===== config.mk =====
export PLATFORM = sky130hd
export DESIGN_NAME = sd_sector_arbiter
export DESIGN_NICKNAME = d
export VERILOG_FILES = /design/src/rtl/sd_sector_arbiter.sv
export SDC_FILE = /design/constraint.sdc
export NUM_CORES = 1
export LEC_CHECK = 0
export ABC_AREA = 1
export CAP_MARGIN = 10
export CORE_AREA = 2 2 82 84
export DETAILED_ROUTE_END_ITERATION = 16
export DIE_AREA = 0 0 84 86
export PLACE_DENSITY = 0.79
export SYNTH_ARGS = -nofsm -noshare
export SYNTH_HDL_FRONTEND = slang
export SYNTH_SLANG_ARGS = --single-unit

===== constraint.sdc =====
create_clock -name clk -period 1.7 [get_ports clk]
set_input_delay 0.51 -clock clk [delete_from_list [all_inputs] [get_ports clk]]
set_output_delay 0.51 -clock clk [all_outputs]
set_load 0.02 [all_outputs]

===== src/rtl/sd_sector_arbiter.sv =====
// Round-robin arbiter sharing one SD sector channel between NUM_REQ level-held clients.
// Latency: grant, command and latched lba appear one edge after a request is seen in IDLE; ack/buff_wr/buff_din paths are combinational.
// Backpressure: a granted client holds the channel until the host ack falls; other requests wait.
//
// Ports:
//   clk, reset_n                 clock, asynchronous active-low reset
//   req_lba/req_rd/req_wr        per-client sector address and level-held read/write request
//   req_ack/req_buff_wr          per-client ack and buffer write strobe (owner only)
//   req_buff_din                 per-client write data towards the host
//   sd_lba/sd_rd/sd_wr           command to the host
//   sd_ack/sd_buff_wr            host ack and buffer write strobe
//   sd_buff_din                  owner's write data to the host (0 when nobody owns the channel)
//   grant/busy                   one-hot owner and transaction-in-flight flag
//   timeout_err                  sticky ack-timeout flag
//
// Optional build macro SD_ARB_TIMEOUT_EN: aborts a command that sees no ack within
// 2**TIMEOUT_W-1 ISSUE cycles. Without it timeout_err is tied low and ISSUE waits forever.
module sd_sector_arbiter #(
    parameter int NUM_REQ   = 2,
    parameter int TIMEOUT_W = 24
) (
    input  logic                   clk,
    input  logic                   reset_n,
    input  logic [32*NUM_REQ-1:0]  req_lba,
    input  logic [NUM_REQ-1:0]     req_rd,
    input  logic [NUM_REQ-1:0]     req_wr,
    output logic [NUM_REQ-1:0]     req_ack,
    output logic [NUM_REQ-1:0]     req_buff_wr,
    input  logic [8*NUM_REQ-1:0]   req_buff_din,
    output logic [31:0]            sd_lba,
    output logic                   sd_rd,
    output logic                   sd_wr,
    input  logic                   sd_ack,
    input  logic                   sd_buff_wr,
    output logic [7:0]             sd_buff_din,
    output logic [NUM_REQ-1:0]     grant,
    output logic                   busy,
    output logic                   timeout_err
);

    localparam int PTR_W = (NUM_REQ > 1) ? $clog2(NUM_REQ) : 1;
    localparam logic [PTR_W-1:0] LAST_IDX = PTR_W'(NUM_REQ - 1);

    typedef enum logic [1:0] {
        ST_IDLE    = 2'd0,
        ST_ISSUE   = 2'd1,
        ST_XFER    = 2'd2,
        ST_RELEASE = 2'd3
    } state_t;

    state_t               r_state,  w_state_nxt;
    logic [NUM_REQ-1:0]   r_grant,  w_grant_nxt;
    logic [31:0]          r_lba,    w_lba_nxt;
    logic                 r_rd,     w_rd_nxt;
    logic                 r_wr,     w_wr_nxt;
    logic                 r_busy,   w_busy_nxt;
    logic [PTR_W-1:0]     r_rr_ptr, w_rr_ptr_nxt;
    logic [PTR_W-1:0]     r_owner,  w_owner_nxt;
    logic                 r_old_ack;

    logic [NUM_REQ-1:0]   w_pending;
    logic                 w_found;
    logic [PTR_W-1:0]     w_pick;
    logic [NUM_REQ-1:0]   w_pick_oh;
    logic [31:0]          w_pick_lba;
    logic                 w_pick_wr;
    logic                 w_active;

`ifdef SD_ARB_TIMEOUT_EN
    // Timeout fires on the edge where the counter reaches all-ones.
    localparam logic [TIMEOUT_W-1:0] TO_LAST = {{(TIMEOUT_W-1){1'b1}}, 1'b0};
    logic [TIMEOUT_W-1:0] r_to_cnt, w_to_cnt_nxt;
    logic                 r_to_err, w_to_err_nxt;
`endif

    assign w_pending = req_rd | req_wr;

    // Round-robin pick: first pass looks at indices >= rr_ptr, the second
    // pass (wrap-around) only matters when the first found nothing.
    always_comb begin
        w_found    = 1'b0;
        w_pick     = '0;
        w_pick_oh  = '0;
        w_pick_lba = '0;
        w_pick_wr  = 1'b0;
        for (int i = 0; i < NUM_REQ; i++) begin
            if (!w_found && w_pending[i] && (i >= int'(r_rr_ptr))) begin
                w_found      = 1'b1;
                w_pick       = PTR_W'(i);
                w_pick_oh    = '0;
                w_pick_oh[i] = 1'b1;
                w_pick_lba   = req_lba[32*i +: 32];
                w_pick_wr    = req_wr[i];
            end
        end
        for (int i = 0; i < NUM_REQ; i++) begin
            if (!w_found && w_pending[i]) begin
                w_found      = 1'b1;
                w_pick       = PTR_W'(i);
                w_pick_oh    = '0;
                w_pick_oh[i] = 1'b1;
                w_pick_lba   = req_lba[32*i +: 32];
                w_pick_wr    = req_wr[i];
            end
        end
    end

    always_comb begin
        w_state_nxt  = r_state;
        w_grant_nxt  = r_grant;
        w_lba_nxt    = r_lba;
        w_rd_nxt     = r_rd;
        w_wr_nxt     = r_wr;
        w_busy_nxt   = r_busy;
        w_rr_ptr_nxt = r_rr_ptr;
        w_owner_nxt  = r_owner;
`ifdef SD_ARB_TIMEOUT_EN
        w_to_cnt_nxt = r_to_cnt;
        w_to_err_nxt = r_to_err;
`endif
        case (r_state)
            ST_IDLE: begin
                if (w_found) begin
                    w_state_nxt = ST_ISSUE;
                    w_grant_nxt = w_pick_oh;
                    w_lba_nxt   = w_pick_lba;
                    // rd and wr held together: the write wins.
                    w_wr_nxt    = w_pick_wr;
                    w_rd_nxt    = ~w_pick_wr;
                    w_busy_nxt  = 1'b1;
                    w_owner_nxt = w_pick;
`ifdef SD_ARB_TIMEOUT_EN
                    w_to_cnt_nxt = '0;
`endif
                end
            end
            ST_ISSUE: begin
                if (sd_ack) begin
                    w_rd_nxt    = 1'b0;
                    w_wr_nxt    = 1'b0;
                    w_state_nxt = ST_XFER;
                end
`ifdef SD_ARB_TIMEOUT_EN
                else if (r_to_cnt == TO_LAST) begin
                    // Client never saw ack, so its request stays pending and
                    // is re-arbitrated after the pointer moves past it.
                    w_to_cnt_nxt = r_to_cnt + 1'b1;
                    w_rd_nxt     = 1'b0;
                    w_wr_nxt     = 1'b0;
                    w_to_err_nxt = 1'b1;
                    w_state_nxt  = ST_RELEASE;
                end else begin
                    w_to_cnt_nxt = r_to_cnt + 1'b1;
                end
`endif
            end
            ST_XFER: begin
                if (r_old_ack && !sd_ack) begin
                    w_state_nxt = ST_RELEASE;
                end
            end
            ST_RELEASE: begin
                w_grant_nxt  = '0;
                w_busy_nxt   = 1'b0;
                w_rr_ptr_nxt = (r_owner == LAST_IDX) ? '0 : r_owner + PTR_W'(1);
                w_state_nxt  = ST_IDLE;
            end
            default: begin
                w_state_nxt = ST_IDLE;
            end
        endcase
    end

    always_ff @(posedge clk or negedge reset_n) begin
        if (!reset_n) begin
            r_state   <= ST_IDLE;
            r_grant   <= '0;
            r_lba     <= '0;
            r_rd      <= 1'b0;
            r_wr      <= 1'b0;
            r_busy    <= 1'b0;
            r_rr_ptr  <= '0;
            r_owner   <= '0;
            r_old_ack <= 1'b0;
`ifdef SD_ARB_TIMEOUT_EN
            r_to_cnt  <= '0;
            r_to_err  <= 1'b0;
`endif
        end else begin
            r_state   <= w_state_nxt;
            r_grant   <= w_grant_nxt;
            r_lba     <= w_lba_nxt;
            r_rd      <= w_rd_nxt;
            r_wr      <= w_wr_nxt;
            r_busy    <= w_busy_nxt;
            r_rr_ptr  <= w_rr_ptr_nxt;
            r_owner   <= w_owner_nxt;
            r_old_ack <= sd_ack;
`ifdef SD_ARB_TIMEOUT_EN
            r_to_cnt  <= w_to_cnt_nxt;
            r_to_err  <= w_to_err_nxt;
`endif
        end
    end

    // Host ack/strobe reach the owner only while its command is live, so a
    // stray ack in IDLE or RELEASE is invisible to every client.
    assign w_active    = (r_state == ST_ISSUE) || (r_state == ST_XFER);
    assign req_ack     = r_grant & {NUM_REQ{sd_ack & w_active}};
    assign req_buff_wr = r_grant & {NUM_REQ{sd_buff_wr & w_active}};

    always_comb begin
        sd_buff_din = 8'h00;
        for (int i = 0; i < NUM_REQ; i++) begin
            if (r_grant[i]) begin
                sd_buff_din = req_buff_din[8*i +: 8];
            end
        end
    end

    assign sd_lba = r_lba;
    assign sd_rd  = r_rd;
    assign sd_wr  = r_wr;
    assign grant  = r_grant;
    assign busy   = r_busy;

`ifdef SD_ARB_TIMEOUT_EN
    assign timeout_err = r_to_err;
`else
    // Tied low; the replication keeps TIMEOUT_W referenced in this build.
    assign timeout_err = |{TIMEOUT_W{1'b0}};
`endif

endmodule

==> results.sh <==
export IMPL_yosys_top_cells_count="82 x nand2_1, 59 x nand4_1, 51 x nand3_1"
export IMPL_ys_ff_latch=42
export IMPL_place_area_um2=4000
export IMPL_switching_power_mw=3.18
export IMPL_yosys_warnings=0
export IMPL_synth_top_area_cell="dfrtp_1"
export IMPL_fin_total_pwr_mw=7.09
export IMPL_seqPwrFrac_pct=24.7
export IMPL_finClkSkew_ns=0.00374
export IMPL_grt_pass1_vias=2707
export IMPL_synth_distinct_cells=21
export IMPL_clkPwrFrac_pct=11.3
export IMPL_critPathKind="flop to primary output"
export IMPL_synth_cells=296
export IMPL_grt_util_met1_pct=27.3
export IMPL_num_rows=29
export IMPL_clk_pin_slew_ns=0.08
export IMPL_drv_slew=0
export IMPL_final_util_pct=67.5
export IMPL_cts_inserted_buffers=5
export IMPL_die_w_um=84
export IMPL_worstPathArrival_ns=1.33
export IMPL_clk_insertion_delay_late_ns=0.29
export IMPL_fmax_mhz=544
export IMPL_top_usage_layer="met2"
export IMPL_fin_nets=543
export IMPL_layout_drive_gt1_share_pct=21.1
export IMPL_gr_usage_met2_pct=39.8
export IMPL_synth_top_cell_area_share_pct=44.8
export IMPL_worstSetupStartpointType="flop"
export IMPL_ios=138
export IMPL_crit_required_ns=1.19
export IMPL_gr_usage_met3_pct=3.85
export IMPL_die_h_um=86
export IMPL_cts_hold_buf=0
export IMPL_vias_per_cell=5.30
export IMPL_fin_crit_ns=1.84
export IMPL_diodes=0
export IMPL_clock_sinks=42
export IMPL_irDropWorstVdd_v=0.000912
export IMPL_ctsRootBufferMaster="clkbuf_8"
export IMPL_finalWorstSetupSlack_ns=-0.138
export IMPL_grt_ovfl_total=0
export IMPL_crit_path_max_fanout=4
export IMPL_pre_cts_ws_ns=-0.698
export IMPL_hpwlAfterDp_um=6060
export IMPL_rsz0062_at_grt="true"
export IMPL_leakage_nw=2.07
export IMPL_setup_viol=4
export IMPL_drt_iter0_drc=89
export IMPL_drt_antenna_violating_nets=0
export IMPL_dieArea_um2=7220
export IMPL_cts_htree_levels=2
export IMPL_syn2layout_area_growth_pct=80.6
export IMPL_vias=2797
export IMPL_startpoint="r_state[0]$_DFFE_PN0P_"
export IMPL_grt_pass1_wl_um=12900
export IMPL_core_um2=6280
export IMPL_power_frac_comb_pct=64.0
export IMPL_r2r_start="r_state[0]$_DFFE_PN0P_"
export IMPL_groute_usage_overall_pct=21.9
export IMPL_clockBufferDepth=2
export IMPL_cts_tree="built"
export IMPL_synth_area_per_cell_um2=7.93
export IMPL_final_area_um2=4240
export IMPL_power_density_nw_per_um2=1670
export IMPL_synth_most_common_cell="nand2_1"
export IMPL_endpoint_kind="primary output"
export IMPL_synth_area_um2=2350
export IMPL_grt_max_degree=43
export IMPL_synth_enable_flop_cells=0
export IMPL_synth_seq_area_share_pct=44.8
export IMPL_worstHoldPathType="input port to async pin"
export IMPL_ys_async_sr_fraction_pct=100
export IMPL_drc_errors=0
export IMPL_hold_violations=0
export IMPL_antenna_found_initial=0
export IMPL_gp_congestion=0.803
export IMPL_fin_crit_sh_pct=108
export IMPL_synth_area_top_cells="dfrtp_1 45%, nand4_1 16%, nand2_1 13%, nand3_1 11%, buf_2 3.4%"
export IMPL_violations="setup timing"
export IMPL_wl_per_cell_um=15.6
export IMPL_status="finished with violations"
export IMPL_start_util_pct=37.4
export IMPL_dr_pass1_iters=4
export IMPL_maxCapViolCount=0
export IMPL_fin_setup_tns_ns=-0.540
export IMPL_intPower_mw=3.90
export IMPL_routed_wl_um=8230
export IMPL_syn_nets=389
export IMPL_io_buffers=136
export IMPL_swShare_pct=44.9
export IMPL_ys_flop_type="dfrtp_1"
## state kept, by name (all words and copies together), names as in the netlist
register and count:
sd_wr 1, busy 1, r_state 2, grant 2
r_old_ack 1, r_owner 1, sd_lba 32, r_rr_ptr 1
sd_rd 1
## stage by stage
step,cells,hold slack [ns]
after floorplan,296,0.214
after global placement,515,0.456
after detailed placement,515,0.465
after CTS,526,0.177
after global routing,528,0.180
final,528,0.176
## final timing paths
kind                                     endpoint  slack (ns)  depth (start not counted)
hold reg to reg                 sd_wr$_DFFE_PN0P_        0.47                          2
setup / recovery                   req_buff_wr[0]       -0.14                          5
hold / removal             sd_lba[17]$_DFFE_PN0P_        0.18                          2
setup reg to reg           r_state[0]$_DFFE_PN0P_        0.12                          8
max in group asynchronous    grant[0]$_DFFE_PN0P_        1.29                          2
min in group clk                sd_wr$_DFFE_PN0P_        0.47                          2
## logic make-up (layout without fill, tap and decap cells)
| kind of cell | after synthesis | count (layout) | share of synthesized area, % |
|---|---|---|---|
| buffers and inverters | 40 | 195 | 8.85 |
| flip-flops | 42 | 42 | 44.8 |
| adder cells (fa/ha/maj) | 5 | 5 | 2.67 |
| other | 1 | 1 | 0.160 |
| AO/OA/AOI/OAI | 4 | 4 | 1.01 |
| AND/OR/NAND/NOR | 204 | 204 | 42.5 |
## layout by cell type, fill, tap and decap left out, types with 3 or more instances in the layout
cell type / netlist / final
clkbuf_8: 0 / 5
inv_1: 13 / 8
buf_6: 3 / 12
dfrtp_1: 42 / 41
nand3_1: 51 / 43
ha_1: 5 / 4
inv_2: 0 / 4
buf_4: 4 / 28
buf_12: 0 / 8
or2_2: 3 / 3
nand3_2: 0 / 4
nand2_1: 82 / 74
dlygate4sd2_1: 0 / 52
nand4_1: 59 / 59
nand2_2: 2 / 10
clkdlybuf4s50_1: 0 / 67
nand3_4: 0 / 4
## cell type report
class | count | area (um2)
fillers | 563 | 2040
repair buffers | 173 | 1700
multi-input cells | 214 | 1220
flip-flops and latches | 42 | 1050
well taps | 77 | 96.3
clock buffers | 5 | 68.8
inverters | 14 | 56.3
clock inverters | 3 | 43.8
## power groups by stage
stage	Clock (mW)	Combinational (mW)	Sequential, mW
finish	0.800	4.53	1.75
global placement	0	4.32	1.76
floorplan	0	1.90	2.26
detailed placement	0	4.44	1.77
global route	0.867	4.91	1.81
CTS	0.829	4.32	1.75
## critical path: stages (launching register included)
cell and delay [ns]:
dfrtp_1 0.38, inv_2 0.06, ha_4 0.29, inv_4 0.05
nor3_4 0.12, buf_6 0.14
## timing repair
item                                    CTS  global route
gates cloned                              0             1
gates resized for setup                 137            30
buffers inserted                          3             1
endpoints found under the setup margin   49            16
pin swaps                                23            11
## per-layer routing
metal  vias to the layer above  wire [um]
met5                         -          0
li1                       1340          -
met4                         0         85
met2                       115       4320
met1                      1330       3410
met3                        12        413
Power figures use the tool's default switching activity.
